[src/rtl/iq_compact_ctrl.sv]
// Compacting issue queue: oldest-first, 3-wide out-of-order issue from the head, holes squeezed out each edge.
// Latency: an accepted entry is visible on head_* the cycle after in_valid&in_ready; head_* is a direct register read.
// Backpressure: in_ready = count<DEPTH from registers only. Build option IQ_STALL_CNT_EN adds the stall counter.
module iq_compact_ctrl #(
  parameter int DEPTH  = 8,
  parameter int DATA_W = 16
) (
  input  logic                        clk,
  input  logic                        rst,
  input  logic                        in_valid,
  input  logic [DATA_W-1:0]           in_data,
  output logic                        in_ready,
  output logic [2:0]                  head_valid,
  output logic [3*DATA_W-1:0]         head_data,
  input  logic [2:0]                  issue,
  input  logic                        flush,
  output logic [$clog2(DEPTH+1)-1:0]  count,
  output logic [15:0]                 stall_cnt
);

  localparam int CW = $clog2(DEPTH+1);

  logic [DATA_W-1:0] data_q [DEPTH];
  logic [DATA_W-1:0] data_n [DEPTH];
  logic [DEPTH-1:0]  valid_q;
  logic [DEPTH-1:0]  valid_n;
  logic [CW-1:0]     count_q;
  logic [CW-1:0]     cnt_n;
  logic [CW-1:0]     wr_idx;
  logic [2:0]        qual;
  logic [1:0]        removed;
  logic              acc;

  // Source view padded by 3 so every destination can look up to 3 places above itself.
  logic [DATA_W-1:0] data_x  [DEPTH+3];
  logic              keep_x  [DEPTH+3];
  logic [1:0]        shift_x [DEPTH+3];

  assign qual     = issue & valid_q[2:0];
  assign removed  = 2'(qual[0]) + 2'(qual[1]) + 2'(qual[2]);
  assign in_ready = (count_q < CW'(DEPTH));
  assign acc      = in_valid & in_ready & ~flush;
  assign wr_idx   = count_q - CW'(removed);
  assign cnt_n    = wr_idx + CW'(acc);

  for (genvar j = 0; j < DEPTH + 3; j++) begin : g_src
    if (j < DEPTH) begin : g_real
      assign data_x[j] = data_q[j];
      if (j < 3) begin : g_head
        assign keep_x[j] = valid_q[j] & ~qual[j];
      end else begin : g_body
        assign keep_x[j] = valid_q[j];
      end
      if (j == 0) begin : g_s0
        assign shift_x[j] = 2'd0;
      end else if (j == 1) begin : g_s1
        assign shift_x[j] = 2'(qual[0]);
      end else if (j == 2) begin : g_s2
        assign shift_x[j] = 2'(qual[0]) + 2'(qual[1]);
      end else begin : g_sn
        assign shift_x[j] = removed;
      end
    end else begin : g_pad
      assign data_x[j]  = '0;
      assign keep_x[j]  = 1'b0;
      assign shift_x[j] = 2'd0;
    end
  end

  // Each destination takes the unique survivor whose shift lands it here; the new entry goes on top.
  for (genvar i = 0; i < DEPTH; i++) begin : g_dst
    logic [DATA_W-1:0] d_nxt;
    always_comb begin
      d_nxt = data_q[i];
      if (keep_x[i+3] && shift_x[i+3] == 2'd3) d_nxt = data_x[i+3];
      if (keep_x[i+2] && shift_x[i+2] == 2'd2) d_nxt = data_x[i+2];
      if (keep_x[i+1] && shift_x[i+1] == 2'd1) d_nxt = data_x[i+1];
      if (keep_x[i]   && shift_x[i]   == 2'd0) d_nxt = data_x[i];
      if (acc && wr_idx == CW'(i))             d_nxt = in_data;
    end
    assign data_n[i]  = d_nxt;
    assign valid_n[i] = ~flush & (CW'(i) < cnt_n);
  end

  always_ff @(posedge clk or posedge rst) begin
    if (rst) begin
      for (int k = 0; k < DEPTH; k++) data_q[k] <= '0;
      valid_q <= '0;
      count_q <= '0;
    end else begin
      for (int k = 0; k < DEPTH; k++) data_q[k] <= data_n[k];
      valid_q <= valid_n;
      count_q <= flush ? '0 : cnt_n;
    end
  end

  assign head_valid = valid_q[2:0];
  assign head_data  = {data_q[2], data_q[1], data_q[0]};
  assign count      = count_q;

`ifdef IQ_STALL_CNT_EN
  logic [15:0] stall_q;
  always_ff @(posedge clk or posedge rst) begin
    if (rst) begin
      stall_q <= '0;
    end else if (flush) begin
      stall_q <= '0;
    end else if (in_valid && !in_ready && stall_q != 16'hFFFF) begin
      stall_q <= stall_q + 16'd1;
    end
  end
  assign stall_cnt = stall_q;
`else
  assign stall_cnt = 16'h0000;
`endif

endmodule

[config.mk]
export PLATFORM = sky130hd
export DESIGN_NAME = iq_compact_ctrl
export DESIGN_NICKNAME = d
export VERILOG_FILES = /design/src/rtl/iq_compact_ctrl.sv
export SDC_FILE = /design/constraint.sdc
export NUM_CORES = 1
export LEC_CHECK = 0
export ABC_AREA = 0
export ABC_CLOCK_PERIOD_IN_PS = 7640
export BUFFER_PORTS_ARGS = -buffer_cell sky130_fd_sc_hd__buf_2
export CELL_PAD_IN_SITES_DETAIL_PLACEMENT = 0
export CELL_PAD_IN_SITES_GLOBAL_PLACEMENT = 1
export CORE_UTILIZATION = 30
export DETAILED_ROUTE_END_ITERATION = 12
export PLACE_DENSITY_LB_ADDON = 0.25
export SLEW_MARGIN = 20
export SYNTH_ARGS = -nofsm -noshare
export SYNTH_HDL_FRONTEND = slang
export SYNTH_SLANG_ARGS = --single-unit
export TNS_END_PERCENT = 100
[constraint.sdc]
create_clock -name clk -period 7.64 [get_ports clk]
set_input_delay 0.764 -clock clk [delete_from_list [all_inputs] [get_ports clk]]
set_output_delay 0.764 -clock clk [all_outputs]
set_load 0.01 [all_outputs]
==> results list, run 1 <==
- The run finished with clean final reports.
- Per-instance average area after synthesis: just over 9 um^2
- Total routing usage reported by global routing: 0.1755
* Worst setup skew after layout: 11.37 ps
- Internal power comes to around 2.4 mW.
- Placeable core area: ~33000 um^2
- Leaving out fill and tap cells, the most frequent cell in the layout is dfrtp_1.
- Number of antenna violations at the first check in global routing: 0
- After filler insertion, the fill cell instance count of the layout stands at around 3400.
- The first detailed-routing pass took 7 iterations.
- Total die area: roughly 34000 um^2
* Post-synthesis xor/xnor area fraction: 0.005171
- Setup total negative slack: 0 ps
- The number of different library cells used by synthesis comes to 64.
- Final critical delay including setup and external delays: between 4000 and 5000 ps
- Unrepaired setup endpoints after global routing: false
- Cell type with the highest aggregate area in the netlist: dfrtp_1
* Net switching power: 1.913 mW
- The clock drives ~140 sinks.
- Worst r2r dst: data_q[2]
- H-Tree Level Count: 4
- Leaving out fill and tap cells, the most frequent cells in the layout are dfrtp_1, nor2_1, mux2i_1, buf_2, o21ai_0.
* Total number of nets in the final design: around 1100
* Data arrival time of the critical path: roughly 5200 ps
- Peak supply drop: between 0.15 and 0.2 mV
- The worst setup path is of the primary input to register kind.
* Share of synthesized area spent on multiplexers: 0.1846
* Post-Synth Adder-Cell Area: 0.009585
- STA classifies the critical path startpoint as a primary input.
* Placer Congestion: slightly above 0.8
- Measured along the x axis, the die boundary spans 183.9 um.
- By area, the combinational part of the netlist is dominated by compound AO/OA/AOI/OAI gates.
* Count of endpoints failing hold in the final timing report: 0
- In this run the post-CTS setup repair buffer count came out at 0.
- Across all register-to-register paths, the minimum setup slack is about 2800 ps.
- Vias: between 7000 and 8000
* Sequential share of power: 0.308
- For this run, the register share of the synthesized area comes to 0.3506.
* Final period utilization: 0.6408
- Largest cells by area after synthesis: dfrtp_1, mux2i_1, mux2_2
- Top-Level Pins: 95
- Post-synth design cell area: 9921 um^2
- Synth Area in Compound Gates: 0.1882
- Max-cap violations in this run came to 0.
- Register bit total from synthesis: between 100 and 150
- Entering global routing, the biggest net connects between 70 and 80 pins.
* Post-synthesis simple-gate area fraction: 0.1526
- Layout cell share with drive strength beyond 1: 0.2008
- Count of warnings emitted by yosys: 0
* Average wire length per cell after detail routing: between 15 and 20 um
* Max Slew Vio Count: 0
- Fraction of power spent switching nets: 0.4406
- Depth of the worst register-to-register path: 12
* Cell area after layout: ~11000 um^2
- The worst register-to-register path begins at valid_q[0].
* GRT overflow: 0
- The share of total power dissipated in the clock network is 0.197.
* Critical Path End Type: register
- Y dimension of the die: 183.9 um
- Once detailed placement completed, the half-perimeter wirelength came to between 20000 and 25000 um.
- Largest driver fanout on the critical path: 53
- Clk slew on worst S/H paths: 70 ps
* Count of flip-flops with a built-in enable after synthesis: 0
- Once layout is complete, the cells apart from fillers number between 1000 and 1500.
- The worst pin sits at a relative slew slack of 0.2485.
* Effective utilization at floorplan: 0.3049
* Number of port buffers: 78
- For this run, design rule violations remaining after detail routing come to 0.
- At the pin with the least slew margin, the transition time is ~1100 ps.
- Vias in the first global route: ~7300
- The number of hold buffers added after CTS was 0.
- Later-pin clock latency in the skew report: 430 ps
* Post-detailed-placement cell area: 10120 um^2
- In this run, CTS created clock tree buffers numbering 17.
- Starting DRC count in detailed routing: between 500 and 600
- The first global-routing pass estimated about 46000 um of wire.
- The routed design has approximately 29000 um of wire.
- Share of the synthesized area in the top cell type: 0.3506
- Post-cts gate resize count: 0
* Share of async-settable or async-resettable flops after synthesis: 1.000
- Max Fclk: between 0.2 and 0.25 GHz
- Count of final setup violators: 0
- Total power density per cell area: about 400 nW/um^2
* Via-per-instance ratio: approximately 5.2
* Worst min-delay path category: primary input to async pin
- The initialized floorplan defines 66 standard-cell rows.
- Clock buffer depth: 2
* Pwr Total: between 4 and 5 mW
* Growth of design area from synthesis to finish: 8.097%
* Comb pwr share: 0.495
- For the worst setup path, the data required time is about 8000 ps.
* Root buffer selected by CTS: clkbuf_16
- The number of placed instances, taps included, is 1461.
- Synthesis produced a netlist whose cell count is between 1000 and 1500.
- P_leak: ~4.4 nW
* Clock tree from TritonCTS: done
- Post-detailed-route count of antenna-violating nets: 0
* Leading register cell type out of synthesis: dfrtp_1
## cells by family (layout without fill, tap and decap cells)
family / count (synthesis) / count (layout)
compound gates: 284 / 284
xor+xnor: 5 / 5
fa+ha+maj: 7 / 7
buf+inv: 195 / 156
flops: 139 / 139
mux: 169 / 169
other cells: 1 / 17
simple gates: 275 / 275
## power groups by stage
| stage | sequential [mW] | clock (mW) | combinational (mW) |
|---|---|---|---|
| final | 1.34 | 0.856 | 2.15 |
| after global routing | 1.38 | 0.905 | 2.38 |
| after CTS | 1.33 | 0.874 | 2.16 |
| after detailed placement | 1.34 | 0 | 2.15 |
| after global placement | 1.34 | 0 | 2.12 |
| after floorplan | 1.22 | 0 | 1.80 |
## stage by stage
step                      utilization  hold slack, ps  setup WS (ps)
after floorplan                     -           510.7           3151
after global routing           0.3295           453.8           2428
final                          0.3296           403.2           2745
after global placement         0.3109           540.0           2388
after CTS                      0.3294           434.2           2719
after detailed placement       0.3112           543.2           2274
## worst max-delay path by stage
| stage | from | to | slack (ps) |
|---|---|---|---|
| global route | valid_q[0] | data_q[2] | 2430 |
| global placement | issue[0] | data_q[1] | 2390 |
| CTS | valid_q[0] | data_q[2] | 2720 |
| floorplan | rst | count[0] | 3150 |
| finish | issue[0] | data_q[2] | 2740 |
| detailed placement | issue[0] | data_q[2] | 2270 |
## routing by layer
| metal | wire length, um | global-route usage | vias up |
|---|---|---|---|
| met5 | 0 | 0 | - |
| met4 | 209 | 0.03933 | 0 |
| met3 | 1526 | 0.02853 | 10 |
| met2 | 11840 | 0.2465 | 230 |
| met1 | 15300 | 0.2742 | 3790 |
| li1 | - | - | 3774 |
## registers in the layout (all words and copies together) (netlist names)
| register | count |
|---|---|
| head_data | 48 |
| valid_q | 7 |
| count | 4 |
| data_q | 80 |
## cell type report
class	count	area (um^2)	share of cell area
Multi-Input combinational cell	756	5458	0.5089
Sequential cell	139	3478	0.3244
Tap cell	442	553.0	0.05157
Timing Repair Buffer	96	529.3	0.04935
Clock buffer	19	452.9	0.04224
Clock inverter	13	140.1	0.01307
Inverter	28	110.1	0.01027
Antenna cell	1	2.502	0.0002333
## critical path, cell delays in order
cell and delay (ps):
buf_2 120, nand2_1 100, ha_1 740, ha_1 260, buf_4 410, xnor2_2 230, inv_1 140, fa_1 530
xor2_1 230, a211o_1 340, nand2_1 90, nand3_1 670, mux2_2 550
## synthesized netlist by cell type, types with 5 or more instances
library cell / number
o32ai_1: 16
mux2_2: 56
a211o_1: 33
a21oi_1: 66
a31oi_1: 31
o211ai_1: 19
dfrtp_1: 139
or4bb_1: 10
a211oi_1: 17
o21ai_0: 68
buf_1: 20
nand2b_1: 18
nand4_1: 18
nand4bb_1: 6
nand2_1: 47
nand4b_1: 18
a2bb2oi_1: 14
nor2_1: 98
buf_2: 22
nand3b_1: 11
ha_1: 6
buf_4: 68
mux2_1: 10
mux2i_1: 97
and3b_1: 5
inv_1: 28
buf_6: 5
nand3_1: 21
clkbuf_1: 50
Note: power is estimated with default switching activity, not from simulation.
==> run 2, diff against run 1 <==
- ABC_CLOCK_PERIOD_IN_PS: 7640 -> 5100
- clock period: 7.64 -> 5.1 ns (I/O delays scaled with it)
==> run 2 against run 1 <==
Sequential share of layout area down 0.098 points. First-iteration DRC count up 0.55%. Largest cell class unchanged. Combinational power up 51%. Register-to-register slack worse by 1800 ps. Final cell count up 0.40%.
==> results list, run 2 (synthesis results as in run 1) <==
- The flow ran to the end, and the final reports show no timing, DRC or antenna violations.
* Total number of nets in the final design: 1075 (+0.66%)
- Category of the critical setup timing path: register to register
- Vias in the first global route: 7453 (+1.5%)
* Clock buffer depth: 2 (unchanged)
* Unrepaired setup endpoints after global routing: false
- First-pass GRT wire length: 46700 um (+1.5%)
* Total die area: 33800 um^2 (unchanged)
- Worst slew slack as a fraction of its limit: 0.3221 (+0.07361)
- Total power density per cell area: 605.6 nW/um^2 (+50%)
- The number of max-capacitance violations reported was 0 (unchanged).
- The count of hold buffers inserted by post-cts repair was 0 (unchanged).
- The number of gates resized after cts came to 0 (unchanged).
- The worst IR drop on VDD is 0.2208 mV (+34%).
- Derived from the worst setup path, the maximum achievable clock frequency is 0.2402 GHz.
* Max Slew Vio Count: 0 (unchanged)
- The setup violation total in the final timing report is 0 (unchanged).
- Setup total negative slack: 0 ps (unchanged)
- Number of port buffers: 78 (unchanged)
- The total via count in the routed design came to 7749 (-0.70%).
- H-Tree Level Count: 4 (unchanged)
- The area growth from synthesis to layout is 8.425%.
- The ratio of cells with drive above 1 in the final layout was 0.2013 (+0.0005621).
* Horizontal die dimension: 183.9 um (unchanged)
* Most used cells in the layout excluding fill and tap cells: dfrtp_1, nor2_1, mux2i_1, buf_2, o21ai_0
- The I/O pin count came to 95 (unchanged).
- The data required time of the critical path is 5410 ps (-2540 ps).
- The CTS sink count came to 139 (unchanged).
* Drc violations: 0 (unchanged)
- The clock tree skew after final layout is 9.932 ps (-1.442 ps).
- Final period utilization: 0.8162
- The final RePlAce weighted congestion came to 0.8112 (+0.87%).
- The antenna cell count is 0 (-1).
- Effective utilization at floorplan: 0.3049 (unchanged)
- Post-detailed-placement cell area: 10170 um^2 (+0.49%)
- Later-pin clock latency in the skew report: 430 ps (about the same)
- Total routing usage reported by global routing: 0.1788 (+0.003310)
* Hpwl dp: 20610 um (+1.4%)
- Largest reg by FF count: data_q
- The largest fanout of any net on the critical path was 16 (-70%).
* Post-detailed-route count of antenna-violating nets: 0 (unchanged)
* P_leak: 4.438 nW (+0.55%)
* Max reg flops: 80 (unchanged)
- The final standard cell area without fillers was 10760 um^2 (+0.30%).
* Final critical delay including setup and external delays: roughly 4200 ps
- Startpoint of the most critical register-to-register path: valid_q[0]
- Depth of the worst register-to-register path: 11 (-1)
* Clock tree from TritonCTS: done
* Starting DRC count in detailed routing: 551 (+0.55%)
- Number of buffers inserted to repair setup after CTS: 0 (unchanged)
- The area of the core region came to 32540 um^2 (unchanged).
* Post-layout instance count excluding filler cells: 1500 (+0.40%)
- Smallest hold slack: 245.3 ps (-157.9 ps)
- Leaving out fill and tap cells, the most frequent cell in the layout is dfrtp_1.
- The cell count after placement came to 1468 (+0.48%).
* Type of origin of the critical path: register
- Inserted Clock Buffers: 17 (unchanged)
* Y dimension of the die: 183.9 um (unchanged)
* Count of endpoints failing hold in the final timing report: 0 (unchanged)
- Routed Wire Length: 29360 um (+1.7%)
- GRT overflow: 0 (unchanged)
- The initial antenna violation count came to 0 (unchanged).
* Worst min-delay path category: primary input to async pin
- Clk slew on worst S/H paths: 60 ps (about the same)
- Root buffer selected by CTS: clkbuf_16
- Average wire length per cell after detail routing: 19.57 um (+1.3%)
* Drt pass-1 iters: 5 (-2)
* Transition at the pin with the smallest max-transition slack: 995.6 ps (-127.5 ps)
- Via-per-instance ratio: 5.166 (-1.1%)
* Worst r2r dst: data_q[3]
* Largest net degree at the start of global routing: 80 (+2.6%)
- STA classifies the critical path endpoint as a register.
* Data arrival time of the critical path: 4470 ps (-730 ps)
- Flop-to-flop setup slack: 940 ps (-1810 ps)
- The number of standard-cell rows in the floorplan is 66 (unchanged).
==> run 2: cell types whose count changed in the layout (fill, tap and decap cells not counted), moves of 2 or more <==
cell	change
buf_4	+7
clkbuf_1	+4
clkinv_2	-2
inv_6	-2
==> run 2: worst max-delay path by stage <==
| stage | depth (start not counted) | slack (ps) | from | to |
|---|---|---|---|---|
| 2_1_floorplan | 1 | 870 | rst | count[0] |
| 3_3_place_gp | 12 | 780 | issue[0] | data_q[1] |
| 3_5_place_dp | 12 | 700 | issue[0] | data_q[3] |
| 4_1_cts | 11 | 900 | valid_q[0] | data_q[3] |
| 5_1_grt | 11 | 680 | valid_q[0] | data_q[3] |
| 6_report | 11 | 940 | valid_q[0] | data_q[3] |
==> run 2: worst max-delay path, stage by stage, from the launching register on <==
cell and delay, ps:
dfrtp_1 420, nand2_1 130, ha_1 330, ha_1 230, xnor2_2 310, inv_1 150, fa_1 540, xor2_1 240
a211o_1 340, nand2_1 100, nand3_1 700, mux2_2 560
==> run 2: routing by layer <==
layer,vias up,share of wire,global-route usage
met1,3741,0.53,0.2756
li1,3796,-,-
met2,196,0.41,0.2529
met3,16,0.049,0.03407
met4,0,0.0089,0.03800
met5,-,0,0
==> run 2: cell type report <==
cell class                      instances  area [um^2]
Clock buffer                           23        467.9
Clock inverter                          9        113.9
Fill cell                            3464        21780
Inverter                               28        110.1
Multi-Input combinational cell        756         5448
Sequential cell                       139         3478
Tap cell                              442        553.0
Timing Repair Buffer                  103        585.6
==> run 2: through the flow <==
stage / utilization / worst slack (ps) / power, mW
finish: 0.3306 / 937.4 / 6.514
global route: 0.3306 / 676.5 / 7.016
CTS: 0.3306 / 901.2 / 6.557
detailed placement: 0.3127 / 701.4 / 5.271
global placement: 0.3123 / 778.6 / 5.214
floorplan: - / 865.5 / 4.530
==> run 2: power breakdown <==
| part | switching (mW) | internal [mW] |
|---|---|---|
| registers | 0.471 | 1.54 |
| clock network | 0.517 | 0.749 |
| logic | 1.87 | 1.37 |
| total | 2.86 | 3.66 |
==> run 3, diff against run 2 <==
- ABC_CLOCK_PERIOD_IN_PS: 5100 -> 4100
- clock period: 5.1 -> 4.1 ns (I/O delays scaled with it)
==> run 3 against run 2 <==
Fmax rose by 15%. Via count increased by 1.1%. Wire length fell by 1.7%. Global-route usage shrank 0.19 points. Sequential share of layout area fell by 0.17 points. Die area unchanged. Register-to-register slack worse by 450 ps. Clock skew up 3.4 ps. Critical endpoint is now valid_q[3]. Largest cell class unchanged.
==> results list, run 3 (synthesis results as in run 1) <==
- The sum of routed wire length over all layers came to 28860 um (-1.7%).
- The average vias per placed instance was 5.191 (+0.48%).
- Category of the critical setup timing path: register to register
- The total number of nets in the final design was 1084 (+0.84%).
- The height of the chip is 183.9 um (unchanged).
- Clk slew on worst S/H paths: 60 ps (about the same)
* Post-detailed-route count of antenna-violating nets: 0 (unchanged)
- The effective utilization at floorplan is 0.3049 (unchanged).
- Sinks on the clock net: 139 (unchanged)
* Max-cap viol count: 0 (unchanged)
* GRT overflow: 0 (unchanged)
- Max Fclk: 0.2768 GHz (+15%)
* Cell area after layout: 10810 um^2 (+0.53%)
- Worst slew slack as a fraction of its limit: 0.3907 (+0.06862)
- The areal power density over the cells is 741.9 nW/um^2 (+23%).
- The total via count in the routed design was 7838 (+1.1%).
- The first-pass GRT wire length was 46730 um (about the same).
* Max reg flops: 80 (unchanged)
- Pre-CTS setup slack: 259.5 ps (-441.9 ps)
- The largest fanout of any net on the critical path is 7 (-9).
* Count of endpoints failing hold in the final timing report: 0 (unchanged)
- The initial antenna violation count is 3 (+3).
- Clock buffer depth: 2 (unchanged)
* Hpwl dp: 20650 um (+0.22%)
- The run finished with clean final reports.
- The violation count after the first detailed-routing iteration was 655 (+19%).
- Row count: 66 (unchanged)
- The final-report max-slew violation count was 0 (unchanged).
- Smallest setup slack after layout: 487.9 ps (-449.5 ps)
- The overall die width is 183.9 um (unchanged).
- The ratio of cells with drive above 1 in the final layout came to 0.2118 (+0.01049).
* Most common cell after layout, fill and taps aside: dfrtp_1
- The total chip power came to 8.023 mW (+23%).
* Setup total negative slack: 0 ps (unchanged)
- The post-CTS setup buffer count came to 0 (unchanged).
- P_leak: 4.463 nW (+0.58%)
* Worst setup skew after layout: 13.31 ps (+3.374 ps)
- Worst min-delay path category: primary input to register
- Final critical delay including setup and external delays: 3612 ps (-550.5 ps)
- The mean routed wirelength per cell was 19.11 um (-2.4%).
- In the layout the commonest cells are dfrtp_1, nor2_1, mux2i_1, buf_2, o21ai_0.
- The detailed-route DRC error count was 0 (unchanged).
- Top-Level Pins: 95 (unchanged)
* Number of inserted filler cells in the final layout: 3398 (-1.9%)
* Transition at the pin with the smallest max-transition slack: 913.9 ps (-81.66 ps)
- Setup repair after global routing left no endpoint under its margin.
- Data arrival time of the critical path: 3950 ps (-520 ps)
- H-Tree Level Count: 4 (unchanged)
* Clock tree from TritonCTS: done
- The final RePlAce weighted congestion was 0.8181 (+0.85%).
- Util after Layout: 0.3324 (+0.001769)
- The count of port buffers added during placement is 78 (unchanged).
* Post-detailed-placement cell area: 10250 um^2 (+0.70%)
- The die area is 33800 um^2 (unchanged).
- Growth of design area from synthesis to finish: 9.005%
- Drt pass-1 iters: 7 (+2)
- The largest net degree at the start of global routing was 78 (-2.5%).
* Later-pin clock latency in the skew report: 440 ps (about the same)
- The worst setup path is launched from a register.
- Peak supply drop: 0.3018 mV (+37%)
* Vias in the first global route: 7653 (+2.7%)
* Critical Path End Type: register
* Placeable core area: 32540 um^2 (unchanged)
* Root buffer selected by CTS: clkbuf_16
- Required time of the critical path: 4430 ps (-980 ps)
* Total routing usage reported by global routing: 0.1769 (-0.001859)
- The setup violation total in the final timing report is 0 (unchanged).
* Largest reg by FF count: data_q
- Inserted Clock Buffers: 17 (unchanged)
- The final critical-path share of the clock period was 0.8810 (+0.06481).
run 3: cell count changes in the layout (fill, tap and decap cells not counted), moves of 2 or more:
cell        before  now
buf_4           24   31
clkbuf_1         4    0
clkinvlp_4       3    7
inv_6            2    5
bufinv_16        2    0
clkbuf_8         2    0
inv_8            0    2
run 3: per-stage QoR:
step                hold slack [ps]  std cells
floorplan                     510.7       1090
finish                        276.9       1510
global placement              365.0       1475
global route                  282.1       1509
CTS                           255.7       1509
detailed placement            371.3       1476
run 3: area by class of cell:
cell class / count / area [um^2] / area share
diodes: 1 / 2.502 / 0.0002314
clock buffers: 17 / 425.4 / 0.03934
repair buffers: 112 / 668.1 / 0.06178
well taps: 442 / 553.0 / 0.05114
clock inverters: 15 / 128.9 / 0.01192
flip-flops and latches: 139 / 3478 / 0.3216
inverters: 28 / 108.9 / 0.01007
multi-input cells: 756 / 5449 / 0.5039
run 3: what timing repair did:
| action | in CTS | in global routing |
|---|---|---|
| hold buffers | 1 | 0 |
| endpoints found under the hold margin | 7 | 0 |
| gates resized for setup | 0 | 0 |
run 3: metal layers:
| metal | wire length [um] | vias up | GRT usage |
|---|---|---|---|
| li1 | - | 3807 | - |
| met3 | 1303 | 20 | 0.03546 |
| met4 | 242 | 2 | 0.04200 |
| met2 | 12230 | 187 | 0.2595 |
| met1 | 15060 | 3822 | 0.2623 |
| met5 | 13 | - | 0 |
run 3: report_power, final:
group | internal, mW | switching, mW
combinational | 1.73 | 2.29
sequential | 1.91 | 0.588
clock | 0.792 | 0.708
total | 4.43 | 3.59
run 3: final timing paths:
| kind | startpoint | cells past startpoint | slack (ps) | end |
|---|---|---|---|---|
| worst max-delay path | valid_q[0] | 11 | 490 | valid_q[3] |
| worst min-delay path | flush | 2 | 280 | count[0] |
| worst max register to register | valid_q[0] | 11 | 490 | valid_q[3] |
| worst min register to register | head_data[13] | 2 | 560 | head_data[13] |
| max in group asynchronous | rst | 4 | 2620 | head_data[44] |
| min in group asynchronous | rst | 3 | 460 | head_data[11] |
run 3: worst max-delay path: stages, from the launching register on:
cell       delay [ps]
dfrtp_1           420
nand2_1           130
ha_1              350
ha_1              230
xnor2_2           180
inv_1             110
fa_1              590
and3b_1           230
a2111oi_0         490
nor3_1            120
or3b_2            540
o21ai_0           130
